==> src/rtl/seq_mag_comparator_if.sv <==
// rtl/seq_mag_comparator_if.sv - start/busy/done handshake and result bundle for seq_mag_comparator
//
// Signals:
//   start            request a comparison (master -> slave)
//   a, b             WIDTH-bit unsigned operands (master -> slave)
//   busy             comparison in progress (slave -> master)
//   done             one-cycle result-valid pulse (slave -> master)
//   Eq/Less/Greater  one-hot result of the last completed comparison (slave -> master)
interface seq_mag_comparator_if #(
  parameter int WIDTH = 8
);
  logic             start;
  logic [WIDTH-1:0] a;
  logic [WIDTH-1:0] b;
  logic             busy;
  logic             done;
  logic             Eq;
  logic             Less;
  logic             Greater;

  modport master (
    output start, a, b,
    input  busy, done, Eq, Less, Greater
  );

  modport slave (
    input  start, a, b,
    output busy, done, Eq, Less, Greater
  );
endinterface

==> src/rtl/seq_mag_comparator.sv <==
// rtl/seq_mag_comparator.sv - multi-cycle unsigned magnitude comparator, 2-bit slice per clock, MSB first
//
// Ports:
//   clk    rising-edge system clock
//   rst_n  asynchronous active-low reset
//   cmp    seq_mag_comparator_if.slave: start/a/b in, busy/done/Eq/Less/Greater out
//
// WIDTH must be even and >= 2; the operand is walked as WIDTH/2 two-bit slices.
module seq_mag_comparator #(
  parameter int WIDTH = 8
) (
  input  logic                 clk,
  input  logic                 rst_n,
  seq_mag_comparator_if.slave  cmp
);

  localparam int NS = WIDTH / 2;
  localparam int IW = (NS > 1) ? $clog2(NS) : 1;
  localparam logic [IW-1:0] IDX_TOP = IW'(NS - 1);

  typedef enum logic [1:0] {
    S_IDLE    = 2'd0,
    S_COMPARE = 2'd1,
    S_DONE    = 2'd2
  } state_t;

  state_t           state_q, state_d;
  logic [WIDTH-1:0] a_q, a_d;
  logic [WIDTH-1:0] b_q, b_d;
  logic [IW-1:0]    idx_q, idx_d;
  logic             eq_q, eq_d;
  logic             lt_q, lt_d;
  logic             gt_q, gt_d;

  // Current slice selected by shifting the captured operand down by 2*idx.
  logic [1:0] a_sl;
  logic [1:0] b_sl;
  assign a_sl = 2'(a_q >> {idx_q, 1'b0});
  assign b_sl = 2'(b_q >> {idx_q, 1'b0});

  always_ff @(posedge clk or negedge rst_n) begin
    if (!rst_n) begin
      state_q <= S_IDLE;
      a_q     <= '0;
      b_q     <= '0;
      idx_q   <= '0;
      eq_q    <= 1'b0;
      lt_q    <= 1'b0;
      gt_q    <= 1'b0;
    end else begin
      state_q <= state_d;
      a_q     <= a_d;
      b_q     <= b_d;
      idx_q   <= idx_d;
      eq_q    <= eq_d;
      lt_q    <= lt_d;
      gt_q    <= gt_d;
    end
  end

  always_comb begin
    state_d = state_q;
    a_d     = a_q;
    b_d     = b_q;
    idx_d   = idx_q;
    eq_d    = eq_q;
    lt_d    = lt_q;
    gt_d    = gt_q;

    case (state_q)
      S_IDLE: begin
        if (cmp.start) begin
          a_d     = cmp.a;
          b_d     = cmp.b;
          idx_d   = IDX_TOP;
          eq_d    = 1'b0;
          lt_d    = 1'b0;
          gt_d    = 1'b0;
          state_d = S_COMPARE;
        end
      end

      S_COMPARE: begin
        // The first differing slice from the top decides the whole word.
        if (a_sl != b_sl) begin
          lt_d    = (a_sl < b_sl);
          gt_d    = (a_sl > b_sl);
          state_d = S_DONE;
        end else if (idx_q != '0) begin
          idx_d = idx_q - IW'(1);
        end else begin
          eq_d    = 1'b1;
          state_d = S_DONE;
        end
      end

      // Single-cycle result pulse; any start seen here is dropped.
      S_DONE: begin
        state_d = S_IDLE;
      end

      default: begin
        state_d = S_IDLE;
      end
    endcase
  end

  assign cmp.busy    = (state_q == S_COMPARE);
  assign cmp.done    = (state_q == S_DONE);
  assign cmp.Eq      = eq_q;
  assign cmp.Less    = lt_q;
  assign cmp.Greater = gt_q;

endmodule

==> src/flat_wrapper.sv <==
// flat-port wrapper written by rule: the top's interface ports become plain ports
module seq_mag_comparator_flat 
#(
  parameter int WIDTH = 8
)
  (clk, rst_n, cmp_start, cmp_a, cmp_b, cmp_busy, cmp_done, cmp_Eq, cmp_Less, cmp_Greater);
  seq_mag_comparator_if #(.WIDTH(WIDTH)) cmp_i ();
  input  logic clk;
  input  logic rst_n;
  input wire logic [$bits(cmp_i.start)-1:0] cmp_start;
  input wire logic [$bits(cmp_i.a)-1:0] cmp_a;
  input wire logic [$bits(cmp_i.b)-1:0] cmp_b;
  output wire logic [$bits(cmp_i.busy)-1:0] cmp_busy;
  output wire logic [$bits(cmp_i.done)-1:0] cmp_done;
  output wire logic [$bits(cmp_i.Eq)-1:0] cmp_Eq;
  output wire logic [$bits(cmp_i.Less)-1:0] cmp_Less;
  output wire logic [$bits(cmp_i.Greater)-1:0] cmp_Greater;
  assign cmp_i.start = cmp_start;
  assign cmp_i.a = cmp_a;
  assign cmp_i.b = cmp_b;
  assign cmp_busy = cmp_i.busy;
  assign cmp_done = cmp_i.done;
  assign cmp_Eq = cmp_i.Eq;
  assign cmp_Less = cmp_i.Less;
  assign cmp_Greater = cmp_i.Greater;
  seq_mag_comparator #(.WIDTH(WIDTH)) u_core (.clk(clk), .rst_n(rst_n), .cmp(cmp_i));
endmodule
==> config.mk <==
export PLATFORM = sky130hd
export DESIGN_NAME = seq_mag_comparator_flat
export DESIGN_NICKNAME = d
export VERILOG_FILES = /design/src/rtl/seq_mag_comparator_if.sv /design/src/rtl/seq_mag_comparator.sv /design/src/flat_wrapper.sv
export SDC_FILE = /design/constraint.sdc
export NUM_CORES = 1
export LEC_CHECK = 0
export ABC_CLOCK_PERIOD_IN_PS = 3600
export BUFFER_PORTS_ARGS = -buffer_cell sky130_fd_sc_hd__buf_2
export CAP_MARGIN = 40
export CORE_AREA = 3 3 49 51
export CTS_BUF_LIST = sky130_fd_sc_hd__clkbuf_4 sky130_fd_sc_hd__clkbuf_8 sky130_fd_sc_hd__clkbuf_16
export DETAILED_ROUTE_END_ITERATION = 8
export DIE_AREA = 0 0 52 54
export PLACE_DENSITY_LB_ADDON = 0.15
export RECOVER_POWER = 25
export SYNTH_ARGS = -nofsm -noshare
export SYNTH_HDL_FRONTEND = slang
export SYNTH_SLANG_ARGS = --single-unit
==> constraint.sdc <==
create_clock -name clk -period 3.6 [get_ports clk]
set_input_delay 0.54 -clock clk [delete_from_list [all_inputs] [get_ports clk]]
set_output_delay 0.54 -clock clk [all_outputs]
set_load 0.05 [all_outputs]
[Word level (Yosys, flattened, before mapping)]
Index checks and enable logic that the tools add are counted.
Storage, ports and cells
  latch bits: 0
  memories: 0
  bits of input ports: 19
  RAM bits: 0
  logic and storage cells: 45
  flip-flop bits (word level): 23
  ROM bits: 0
Cells by class
  divide/modulo/power cells: 0
  add/sub/neg operators: 1
  magnitude comparators: 2
  reductions and logical operators: 8
  bitwise logic cells: 0
  mux-type cells: 16
  shifts and indexed selects: 2
  multiply operators: 0
  eq/ne operators: 9
Operators by type and width (number)
  $shr 8x3->2: 2
  $mux 2: 6
  $pmux 2 s2: 2
  $reduce_and 4->1: 2
  $ne 2x2->1 const B: 3
  $pmux 1 s2: 3
  $mux 1: 5
  $ne 2x1->1 const B: 2
  $reduce_and 2->1: 2
  $reduce_bool 2->1: 2
  $ne 3x2->1 const B: 1
  $reduce_and 3->1: 1
  $eq 2x1->1 const B: 1
  $eq 2x2->1 const B: 1
  $gt 2x2->1: 1
  $logic_not 2->1: 1
  $lt 2x2->1: 1
  $ne 2x2->1: 1
  $sub 2x1->2 const B: 1

[Longest topological paths before layout]
Gate-level depths: netlist (run 1).
  word-level depth: 4
  depth in mapped cells: 8

[Least setup slack after synthesis (run 1)]
OpenSTA, ideal clock, no wires.
  kind: reg2reg
  start: register u_core.idx_q[0]
  end: register u_core.idx_q[0]
  buffers on the path: 2
  data required time: 3.518 ns
  slack: 1.668 ns
  clock period less this slack: 1.932 ns
  arrival: 1.850 ns
  cell stages (with the launch flop): 8
  cell sequence: dfrtp_1 > buf_2 > mux4_2 > ha_1 > and3b_1 > clkbuf_1 > o22ai_1 > a31oi_1
On the way
  cells in the longest elaborated chain, start to end: 4
  elaborated cells between the ends (all ways): 11
RTL lines
  from (decl): line seq_mag_comparator.sv:30  | logic [IW-1:0] idx_q, idx_d;
  from (signal assigned): line seq_mag_comparator.sv:54  | idx_q <= idx_d;
  $shr 8x3->2, or another cell as far along: line seq_mag_comparator.sv:38  | assign a_sl = 2'(a_q >> {idx_q, 1'b0});
  $ne 2x2->1 / $mux 2 (equally long branches): line seq_mag_comparator.sv:85, seq_mag_comparator.sv:89
  $ne 2x2->1 (no line) / $mux 2 (equally long branches)
  $reduce_and 4->1 (no line) / $pmux 2 s2 (equally long branches)
Parallel ways exist; a longest one is shown, timed or not. The select of a mux whose other input is x is not followed.
A chain may end at the register's enable or synchronous reset.

[Final worst setup path (run 1)]
  start: register u_core.state_q[0]
  end: output port cmp_busy
On the way
  cells in the longest elaborated chain, start to end: 1
RTL lines
  from (decl): line seq_mag_comparator.sv:27  | state_t state_q, state_d;
  from (signal assigned): line seq_mag_comparator.sv:51  | state_q <= state_d;
  $eq 2x1->1: line seq_mag_comparator.sv:108  | assign cmp.busy = (state_q == S_COMPARE);
  to (decl): line flat_wrapper.sv:13  | output wire logic [$bits(cmp_i.busy)-1:0] cmp_busy;
No other way between the ends.

==> results of run 1 <==
worst reg2reg max path, stage by stage (launching register included):
cell and delay, ns:
sky130_fd_sc_hd__dfrtp_1 0.57, sky130_fd_sc_hd__mux4_2 0.55, sky130_fd_sc_hd__ha_1 0.34, sky130_fd_sc_hd__and3b_1 0.27
sky130_fd_sc_hd__o22ai_1 0.10, sky130_fd_sc_hd__a31oi_1 0.16
logic make-up after synthesis:
group,synth area share
AOI/OAI and AO/OA,0.0698
adders and majority gates,0.0327
buffers and inverters,0.0611
DFF,0.502
muxes,0.270
and+or+nand+nor,0.0643
per-stage QoR:
| step | power, mW | utilization | std cells | instance area [µm²] |
|---|---|---|---|---|
| 6_report | 1.14 | 0.648 | 129 | 1280 |
| 3_5_place_dp | 1.03 | 0.634 | 125 | 1260 |
| 2_1_floorplan | 0.944 | - | 79 | 1150 |
| 5_1_grt | 1.24 | 0.648 | 129 | 1280 |
| 3_3_place_gp | 1.00 | 0.634 | 125 | 1260 |
| 4_1_cts | 1.15 | 0.649 | 129 | 1290 |
synthesized netlist by cell type:
master | instances | area (µm²)
sky130_fd_sc_hd__nand4_1 | 1 | 6.26
sky130_fd_sc_hd__buf_12 | 1 | 20.0
sky130_fd_sc_hd__nor2b_1 | 2 | 12.5
sky130_fd_sc_hd__mux4_2 | 4 | 90.1
sky130_fd_sc_hd__nor3b_2 | 1 | 12.5
sky130_fd_sc_hd__mux2_4 | 8 | 120
sky130_fd_sc_hd__a21oi_4 | 1 | 16.3
sky130_fd_sc_hd__buf_2 | 1 | 5.00
sky130_fd_sc_hd__o21ai_0 | 1 | 5.00
sky130_fd_sc_hd__or2b_1 | 2 | 15.0
sky130_fd_sc_hd__buf_4 | 1 | 7.51
sky130_fd_sc_hd__nand2_1 | 2 | 7.51
sky130_fd_sc_hd__and3b_1 | 1 | 8.76
sky130_fd_sc_hd__ha_1 | 3 | 37.5
sky130_fd_sc_hd__a32o_1 | 1 | 10.0
sky130_fd_sc_hd__mux2_2 | 8 | 90.1
sky130_fd_sc_hd__clkbuf_1 | 1 | 3.75
sky130_fd_sc_hd__o2bb2ai_1 | 1 | 8.76
sky130_fd_sc_hd__o21ba_2 | 1 | 10.0
sky130_fd_sc_hd__a21oi_1 | 1 | 5.00
sky130_fd_sc_hd__dfrtp_1 | 23 | 576
sky130_fd_sc_hd__nor2_1 | 1 | 3.75
sky130_fd_sc_hd__buf_6 | 1 | 11.3
sky130_fd_sc_hd__and2b_1 | 1 | 7.51
sky130_fd_sc_hd__a31oi_1 | 2 | 12.5
sky130_fd_sc_hd__mux2i_1 | 1 | 10.0
sky130_fd_sc_hd__inv_1 | 6 | 22.5
sky130_fd_sc_hd__o22ai_1 | 2 | 12.5
sequential cells by signal, indices dropped and copies added, names as in the netlist:
register,cells
u_core.a_q,8
u_core.b_q,8
u_core.idx_q,2
u_core.state_q,2
u_core.cmp.Eq,1
u_core.cmp.Greater,1
u_core.cmp.Less,1
how the worst min path moves through the flow:
| stage | endpoint | slack [ns] | cells after the start |
|---|---|---|---|
| floorplan | u_core.a_q[0]$_DFFE_PN0P_ | 0.24 | 0 |
| global route | u_core.b_q[2]$_DFFE_PN0P_ | 0.42 | 2 |
| detailed placement | u_core.cmp.Greater$_DFFE_PN0P_ | 0.47 | 1 |
| finish | u_core.idx_q[0]$_DFFE_PN0P_ | 0.45 | 1 |
| CTS | u_core.idx_q[0]$_DFFE_PN0P_ | 0.19 | 1 |
| global placement | u_core.cmp.Less$_DFFE_PN0P_ | 0.47 | 1 |
report_power, final:
group	internal, mW	switching, mW
Sequential	0.374	0.0808
Combinational	0.289	0.271
Clock	0.0507	0.0738
per-layer routing:
metal / part of all wire / track usage / vias up
li1: - / - / 331
met1: 0.47 / 0.225 / 341
met2: 0.48 / 0.232 / 15
met3: 0.041 / 0.0249 / 2
met4: 0.0049 / 0.0873 / 0
met5: 0 / 0 / -
area by class of cell:
type / instances / area, µm²
Fill cell: 164 / 697
Sequential cell: 23 / 576
Multi-Input combinational cell: 45 / 502
Timing Repair Buffer: 24 / 121
Tap cell: 27 / 33.8
Clock buffer: 4 / 30.0
Inverter: 6 / 22.5
==> flow_metrics.tcl, run 1 <==
set metrics [dict create \
    cp-start-kind "flip-flop" \
    dp_hpwl_um 1370 \
    grt_usage 0.159 \
    gr-total-overflow 0 \
    drc 0 \
    clock_latency_ns 0.30 \
    ys_seq_area_frac 0.502 \
    post_cts.repair.setup_buffers 0 \
    final.setup.worst_slack_ns 1.36 \
    crit_path_max_fanout 8 \
    die_height_um 54 \
    floorplan.initialDensity 0.579 \
    class_of_the_tightest_hold_or_removal_check "primary input to async pin" \
    end_kind "output port" \
    cts_root_buf "sky130_fd_sc_hd__clkbuf_4" \
    hold_viol_final 0 \
    rsz0062_at_grt "false" \
    syn-instance-count 79 \
    post_synth.cell_area_avg_um2 14.5 \
    gp_congestion 0.717 \
    critical_path_depth 2 \
    most-common-layout-cells "sky130_fd_sc_hd__dfrtp_1 (23), sky130_fd_sc_hd__buf_2 (22), sky130_fd_sc_hd__mux2_4 (8), sky130_fd_sc_hd__mux2_2 (8), sky130_fd_sc_hd__inv_1 (6)" \
    worstPathCellList "nor2b_1 > buf_2" \
    worstSetupStartpoint "u_core.state_q[0]$_DFFE_PN0P_" \
    r2r_slack_ns 1.55 \
    worstPathBufferInverterCount 1 \
    grt_first_pass_wirelength_um 3190 \
    maxClockFrequency_mhz 446 \
    rr_startpoint "u_core.idx_q[0]$_DFFE_PN0P_" \
    postCtsResizedCells 0 \
    insertedDiodeCount 0 \
    max_cap_viol_count 0 \
    path_clk_slew_ns 0.12 \
    slew-limit-headroom 0.197 \
    synth.yosys.warnings 0 \
    rows 16 \
    syn2layout_area_growth_pct 12.0 \
    core_area_um2 1980 \
    io_buffer_count 23 \
    count_of_endpoints_failing_setup_in_the_final_report 0 \
    cts_num_sinks 23 \
    clk_path_buf_depth 2 \
    design.final.nets 125 \
    critical_path.endpoint "cmp_busy" \
    post-route-period-util 0.622 \
    fin_hold_ws_ns 0.452 \
    leakage_nw 0.622 \
    layout_min_cycle_time_ns 2.24 \
    antenna_violations_before_repair 0 \
    boundaryPins 24 \
    route.detailed.vias_per_inst 5.34 \
    worst_ep_required_time_ns 3.06 \
    dp_worst_setup_slack_ns 1.56 \
    net_count_of_the_mapped_netlist 101 \
    finalWirelength_um 1830 \
    die-area_um2 2810 \
    outcome "completed" \
    tightestPinTransition_ns 1.20 \
    cts_max_level 1 \
    cts_tree "done" \
    drive_gt1_frac 0.490 \
    netlist_area_um2 1150 \
    r2r_end "u_core.idx_q[0]$_DFFE_PN0P_" \
    synth_cell_type_count 28 \
    tritoncts.num_buffers 3 \
    cts.hold.buffers_added 0 \
    dr.pass1.iters 4 \
    finalSetupTns_ns 0 \
    synth-seq-cells 23 \
    timing.reg2reg.worst_path_depth 5 \
    die_width_um 52 \
    drt_first_iter_violations 10 \
    vias 689 \
    timing.critical_path.slowest_cell_delay_ns 0.55 \
    finalMaxSlewViolations 0 \
    crit_path_leading_delay_family "simple AND/OR/NAND/NOR gates" \
    worst_clock_skew_ns 0.00456 \
    critical_path_arrival_ns 1.70 \
    crit_path_top_delay_cell "sky130_fd_sc_hd__nor2b_1" \
    crit_type "flip-flop to output port" \
    vias_in_the_first_global_route 677 \
    final_antenna_net_count 0 \
    detail_route.wl_per_cell_um 14.2 \
    mostFrequentLayoutCell "sky130_fd_sc_hd__dfrtp_1" \
    power.density_nw_per_um2 887 \
    ir_drop_mv 0.452 \
    maximum_number_of_pins_on_one_net_before_global_route_repair 24 \
]
Power figures use the tool's default switching activity.
==> run 2, diff against run 1 <==
--- a/config.mk
+++ b/config.mk
@@ -5,13 +5,13 @@
 export SDC_FILE = /design/constraint.sdc
 export NUM_CORES = 1
 export LEC_CHECK = 0
-export ABC_CLOCK_PERIOD_IN_PS = 3600
+export ABC_CLOCK_PERIOD_IN_PS = 2000
 export BUFFER_PORTS_ARGS = -buffer_cell sky130_fd_sc_hd__buf_2
 export CAP_MARGIN = 40
-export CORE_AREA = 3 3 49 51
+export CORE_AREA = 3 3 68 45
 export CTS_BUF_LIST = sky130_fd_sc_hd__clkbuf_4 sky130_fd_sc_hd__clkbuf_8 sky130_fd_sc_hd__clkbuf_16
 export DETAILED_ROUTE_END_ITERATION = 8
-export DIE_AREA = 0 0 52 54
+export DIE_AREA = 0 0 71 48
 export PLACE_DENSITY_LB_ADDON = 0.15
 export RECOVER_POWER = 25
 export SYNTH_ARGS = -nofsm -noshare
==> constraint.sdc (replaced) <==
create_clock -name clk -period 2 [get_ports clk]
set_input_delay 0.3 -clock clk [delete_from_list [all_inputs] [get_ports clk]]
set_output_delay 0.3 -clock clk [all_outputs]
set_load 0.05 [all_outputs]
==> run 2 against run 1 <==
Hold slack worse by 0.20 ns. Largest power group unchanged. Via count down 0.15%. Routed wire length up 10%. Utilization down 10 points. Worst setup slack worse by 1.2 ns. Clock-buffer cell count down 1. Non-clock buffer count up 2. Largest cell class unchanged. Sequential share of layout area down 1.7 points. Critical path type is now flip-flop to flip-flop. Highest routed layer unchanged. Die area up 21%. Total power up 92%.
==> flow_metrics.tcl, run 2 (synthesis results as in run 1) <==
set metrics [dict create \
    outcome "completed" \
    fin_hold_ws_ns 0.254 \
    critical_path_arrival_ns 2.04 \
    max_cap_viol_count 0 \
    ir_drop_mv 0.678 \
    design.final.nets 127 \
    crit_type "flip-flop to flip-flop" \
    sequentialPowerShare 0.375 \
    finalMaxSlewViolations 0 \
    post-route-period-util 0.944 \
    clkPwrFrac 0.129 \
    vias 688 \
    finalWirelength_um 2010 \
    maximum_number_of_pins_on_one_net_before_global_route_repair 24 \
    worstPathCellList "mux4_2 > ha_1 > and3b_2 > mux2i_1 > nor2_1" \
    die_height_um 48 \
    power.switching_uw 806 \
    die_width_um 71 \
    fillers 235 \
    dr.pass1.iters 3 \
    place.detailed.instances 132 \
    rows 14 \
    largest_registers "u_core.a_q (8), u_core.b_q (8)" \
    end_kind "flip-flop" \
    layoutNonFillerInstCount 136 \
    cts_tree "done" \
    cp-start-kind "flip-flop" \
    cts_num_sinks 23 \
    worstPathBufferInverterCount 0 \
    boundaryPins 24 \
    p_sw_frac 0.367 \
    internal-power_mw 1.39 \
    rsz0062_at_grt "false" \
    clock_latency_ns 0.27 \
    tritoncts.num_buffers 3 \
    cts_root_buf "sky130_fd_sc_hd__clkbuf_8" \
    post_cts.repair.setup_buffers 0 \
    cts.hold.buffers_added 0 \
    detail_route.wl_per_cell_um 14.8 \
    multiInputGateArea_um2 515 \
    power.density_nw_per_um2 1640 \
    floorplan.initialDensity 0.468 \
    drt_first_iter_violations 11 \
    vias_in_the_first_global_route 691 \
    class_of_the_tightest_hold_or_removal_check "primary input to async pin" \
    crit_path_leading_delay_family "multiplexers" \
    worst_clock_skew_ns 0.00848 \
    dp_hpwl_um 1470 \
    syn2layout_area_growth_pct 16.6 \
    finalSetupTns_ns 0 \
    most-common-layout-cells "sky130_fd_sc_hd__buf_2 (22), sky130_fd_sc_hd__dfrtp_1 (22), sky130_fd_sc_hd__mux2_4 (8), sky130_fd_sc_hd__mux2_2 (8), sky130_fd_sc_hd__inv_1 (6)" \
    insertedDiodeCount 0 \
    leakage_nw 0.638 \
    gr-total-overflow 0 \
    gp_congestion 0.825 \
    tightestPinTransition_ns 1.20 \
    route.detailed.vias_per_inst 5.06 \
    crit_path_max_fanout 6 \
    drc 0 \
    maxClockFrequency_mhz 529 \
    path_clk_slew_ns 0.08 \
    power.share.combinational 0.496 \
    worst_ep_required_time_ns 2.15 \
    area.sequential_um2 577 \
    crit_path_top_delay_cell "sky130_fd_sc_hd__mux4_2" \
    final_antenna_net_count 0 \
    core_area_um2 2450 \
    drive_gt1_frac 0.529 \
    timing.critical_path.slowest_cell_delay_ns 0.52 \
    io_buffer_count 23 \
    grt_usage 0.139 \
    cts_max_level 1 \
    antenna_violations_before_repair 0 \
    hold_viol_final 0 \
    clk_path_buf_depth 2 \
    slew-limit-headroom 0.202 \
    die-area_um2 3410 \
    grt_first_pass_wirelength_um 3430 \
    count_of_endpoints_failing_setup_in_the_final_report 0 \
    layout_min_cycle_time_ns 1.89 \
]
==> run 2: cell types whose count changed in the layout (fill, tap and decap cells not counted), sizes merged <==
cell	delta
buf	+2
clkbuf	-1
clkinv	+1
==> run 2: power by group through the flow <==
stage | clock [mW] | combinational, mW | sequential (mW)
3_3_place_gp | 0 | 1.01 | 0.838
2_1_floorplan | 0 | 0.882 | 0.817
4_1_cts | 0.303 | 1.04 | 0.826
3_5_place_dp | 0 | 1.04 | 0.832
5_1_grt | 0.322 | 1.18 | 0.856
6_report | 0.283 | 1.09 | 0.823
==> run 2: path summary, 6_finish.rpt <==
kind / from / end / slack [ns] / cells past startpoint
hold reg to reg: u_core.cmp.Greater$_DFFE_PN0P_ / u_core.cmp.Greater$_DFFE_PN0P_ / 0.49 / 1
max in group asynchronous: rst_n / u_core.idx_q[0]$_DFFE_PN0P_ / 0.96 / 1
setup reg to reg: u_core.idx_q[0]$_DFFE_PN0P_ / u_core.state_q[0]$_DFFE_PN0P_ / 0.11 / 5
setup / recovery: u_core.idx_q[0]$_DFFE_PN0P_ / u_core.state_q[0]$_DFFE_PN0P_ / 0.11 / 5
min in group clk: cmp_b[4] / u_core.b_q[4]$_DFFE_PN0P_ / 0.26 / 2
hold / removal: rst_n / u_core.cmp.Greater$_DFFE_PN0P_ / 0.25 / 1
==> run 2: timing repair <==
item                       CTS  global route
gates resized for setup      1             2
setup endpoints to repair    3             3
pin swaps                    0             1
==> run 2: cell type report <==
type                       instances  share of cell area
multi-input combinational         45               0.385
clock inverter                     1             0.00374
timing repair buffer              26               0.102
sequential                        23               0.431
clock buffer                       3              0.0309
tap                               32              0.0299
inverter                           6              0.0168
==> run 2: through the flow <==
stage | power [mW] | worst slack, ns | instance area (µm²) | utilization
global route | 2.35 | 0.00452 | 1340 | 0.545
CTS | 2.17 | 0.0571 | 1330 | 0.540
detailed placement | 1.87 | 0.00806 | 1280 | 0.521
finish | 2.19 | 0.111 | 1340 | 0.545
global placement | 1.85 | 0.0747 | 1280 | 0.521
floorplan | 1.70 | 0.0678 | 1150 | -
==> run 2: per-layer routing <==
layer  track usage  vias up  part of all wire
met5             0        -                 0
met4        0.0562        0            0.0080
met3        0.0587        2             0.070
met2         0.201       17              0.42
met1         0.187      334              0.50
li1              -      335                 -
==> run 3, diff against run 2 <==
--- a/config.mk
+++ b/config.mk
@@ -5,15 +5,16 @@
 export SDC_FILE = /design/constraint.sdc
 export NUM_CORES = 1
 export LEC_CHECK = 0
-export ABC_CLOCK_PERIOD_IN_PS = 2000
+export ABC_CLOCK_PERIOD_IN_PS = 2100
 export BUFFER_PORTS_ARGS = -buffer_cell sky130_fd_sc_hd__buf_2
 export CAP_MARGIN = 40
-export CORE_AREA = 3 3 68 45
+export CORE_AREA = 3 3 65 43
 export CTS_BUF_LIST = sky130_fd_sc_hd__clkbuf_4 sky130_fd_sc_hd__clkbuf_8 sky130_fd_sc_hd__clkbuf_16
 export DETAILED_ROUTE_END_ITERATION = 8
-export DIE_AREA = 0 0 71 48
+export DIE_AREA = 0 0 68 46
 export PLACE_DENSITY_LB_ADDON = 0.15
 export RECOVER_POWER = 25
+export REMOVE_ABC_BUFFERS = 1
 export SYNTH_ARGS = -nofsm -noshare
 export SYNTH_HDL_FRONTEND = slang
 export SYNTH_SLANG_ARGS = --single-unit
==> constraint.sdc (replaced) <==
create_clock -name clk -period 2.1 [get_ports clk]
set_input_delay 0.315 -clock clk [delete_from_list [all_inputs] [get_ports clk]]
set_output_delay 0.315 -clock clk [all_outputs]
set_load 0.05 [all_outputs]
==> run 3 against run 2 <==
Via count rose by 0.44%. Die area fell by 8.2%. Clock-buffer cell count did not move. Global-route usage rose by 0.23 points. Sequential share of layout area rose by 0.53 points. Combinational power fell by 10%.
==> flow_metrics.tcl, run 3 (synthesis results as in run 1) <==
set metrics [dict create \
    layout_min_cycle_time_ns 1.95 \
    worst_ep_required_time_ns 2.28 \
    rows 13 \
    post-route-period-util 0.928 \
    clock_latency_ns 0.26 \
    drive_gt1_frac 0.510 \
    internal-power_mw 1.29 \
    clkPwrFrac 0.130 \
    place.detailed.instances 129 \
    boundaryPins 24 \
    tightestPinTransition_ns 1.21 \
    cts_num_sinks 23 \
    class_of_the_tightest_hold_or_removal_check "primary input to async pin" \
    die-area_um2 3130 \
    drt_first_iter_violations 30 \
    maximum_number_of_pins_on_one_net_before_global_route_repair 24 \
    final_antenna_net_count 0 \
    final.setup.worst_slack_ns 0.151 \
    rsz0062_at_grt "false" \
    critical_path_arrival_ns 2.13 \
    dp_hpwl_um 1390 \
    grt_first_pass_wirelength_um 3180 \
    place_area_um2 1270 \
    crit_path_max_fanout 7 \
    dp_worst_setup_slack_ns 0.0656 \
    die_width_um 68 \
    met2_usage 0.215 \
    most-common-layout-cells "sky130_fd_sc_hd__buf_2 (22), sky130_fd_sc_hd__dfrtp_1 (22), sky130_fd_sc_hd__mux2_4 (8), sky130_fd_sc_hd__mux2_2 (8), sky130_fd_sc_hd__inv_1 (6)" \
    crit_path_top_delay_cell "sky130_fd_sc_hd__mux4_2" \
    final_standard_cell_area_without_fillers_um2 1320 \
    cts_tree "done" \
    grt.met1_usage 0.189 \
    outcome "completed" \
    p_sw_frac 0.365 \
    cts_max_level 1 \
    globalRoute.busiestLayer "met2" \
    sequentialPowerShare 0.386 \
    leakage_nw 0.638 \
    vias_in_the_first_global_route 689 \
    clk_path_buf_depth 2 \
    finalSetupTns_ns 0 \
    crit_type "flip-flop to flip-flop" \
    vias 691 \
    gp_congestion 0.786 \
    power.switching_uw 738 \
    layoutNonFillerInstCount 134 \
    io_buffer_count 23 \
    cts_root_buf "sky130_fd_sc_hd__clkbuf_8" \
    antenna_violations_before_repair 0 \
    grt_usage 0.141 \
    end_kind "flip-flop" \
    finalWirelength_um 1860 \
    worst_clock_skew_ns 0.00143 \
    power.share.combinational 0.484 \
    tritoncts.num_buffers 3 \
    path_clk_slew_ns 0.08 \
    count_of_endpoints_failing_setup_in_the_final_report 0 \
    slew-limit-headroom 0.192 \
    ir_drop_mv 0.633 \
    die_height_um 46 \
    grt_util_met3 0.0642 \
    detail_route.wl_per_cell_um 13.9 \
    finalMaxSlewViolations 0 \
    total_power_mw 2.03 \
    hold_viol_final 0 \
    cp-start-kind "flip-flop" \
    fin_hold_ws_ns 0.283 \
    power.density_nw_per_um2 1530 \
    largest_registers "u_core.a_q (8), u_core.b_q (8)" \
    design.final.nets 127 \
    drc 0 \
    floorplan.initialDensity 0.526 \
    core_area_um2 2180 \
    timing.critical_path.slowest_cell_delay_ns 0.53 \
    dr.pass1.iters 5 \
    worstPathBufferInverterCount 0 \
    insertedDiodeCount 0 \
    max_cap_viol_count 0 \
    maxClockFrequency_mhz 513 \
    route.detailed.vias_per_inst 5.16 \
    final_core_utilization 0.606 \
    syn2layout_area_growth_pct 15.2 \
    worstPathCellList "mux4_2 > ha_1 > and3b_1 > o22ai_1 > a31oi_1" \
    gr-total-overflow 0 \
    crit_path_leading_delay_family "multiplexers" \
]
[run 3: changes by cell type in the layout (fill, tap and decap cells not counted)]
cell / delta
sky130_fd_sc_hd__and3b_1: +1
sky130_fd_sc_hd__and3b_2: -1
sky130_fd_sc_hd__ha_1: +1
sky130_fd_sc_hd__ha_4: -1
[run 3: power groups by stage]
stage          Combinational (mW)  Clock [mW]  Sequential [mW]
5_1_grt                      1.06       0.295            0.810
3_3_place_gp                0.950           0            0.795
6_report                    0.980       0.264            0.781
4_1_cts                     0.979       0.277            0.783
2_1_floorplan               0.758           0            0.791
3_5_place_dp                0.974           0            0.790
[run 3: final cells by class]
type | count | area, µm²
clock inverters | 1 | 5.00
clock buffers | 3 | 41.3
inverters | 6 | 22.5
flip-flops and latches | 23 | 577
fillers | 180 | 858
repair buffers | 26 | 136
well taps | 30 | 37.5
multi-input cells | 45 | 502
[run 3: final timing paths]
check                                                from                              to  slack, ns  depth (start not counted)
max reg2reg                   u_core.idx_q[0]$_DFFE_PN0P_     u_core.idx_q[1]$_DFFE_PN0P_       0.15                          5
min in group clk                                 cmp_b[1]       u_core.b_q[1]$_DFFE_PN0P_       0.28                          2
min reg2reg                u_core.cmp.Greater$_DFFE_PN0P_  u_core.cmp.Greater$_DFFE_PN0P_       0.49                          1
max                           u_core.idx_q[0]$_DFFE_PN0P_     u_core.idx_q[1]$_DFFE_PN0P_       0.15                          5
min                                                 rst_n  u_core.cmp.Greater$_DFFE_PN0P_       0.28                          1
max in group asynchronous                           rst_n     u_core.idx_q[0]$_DFFE_PN0P_       1.02                          1
[run 3: timing repair]
action,in CTS,in global routing
resized for setup,0,1
hold buffers,0,0
setup buffers,0,1
setup endpoints to repair,0,5
[run 3: metal layers]
| metal | share of wire | vias to the layer above | wire, µm |
|---|---|---|---|
| met5 | 0 | - | 0 |
| met3 | 0.078 | 0 | 145 |
| met2 | 0.44 | 20 | 825 |
| met1 | 0.48 | 339 | 889 |
| li1 | - | 332 | - |
| met4 | 0 | 0 | 0 |
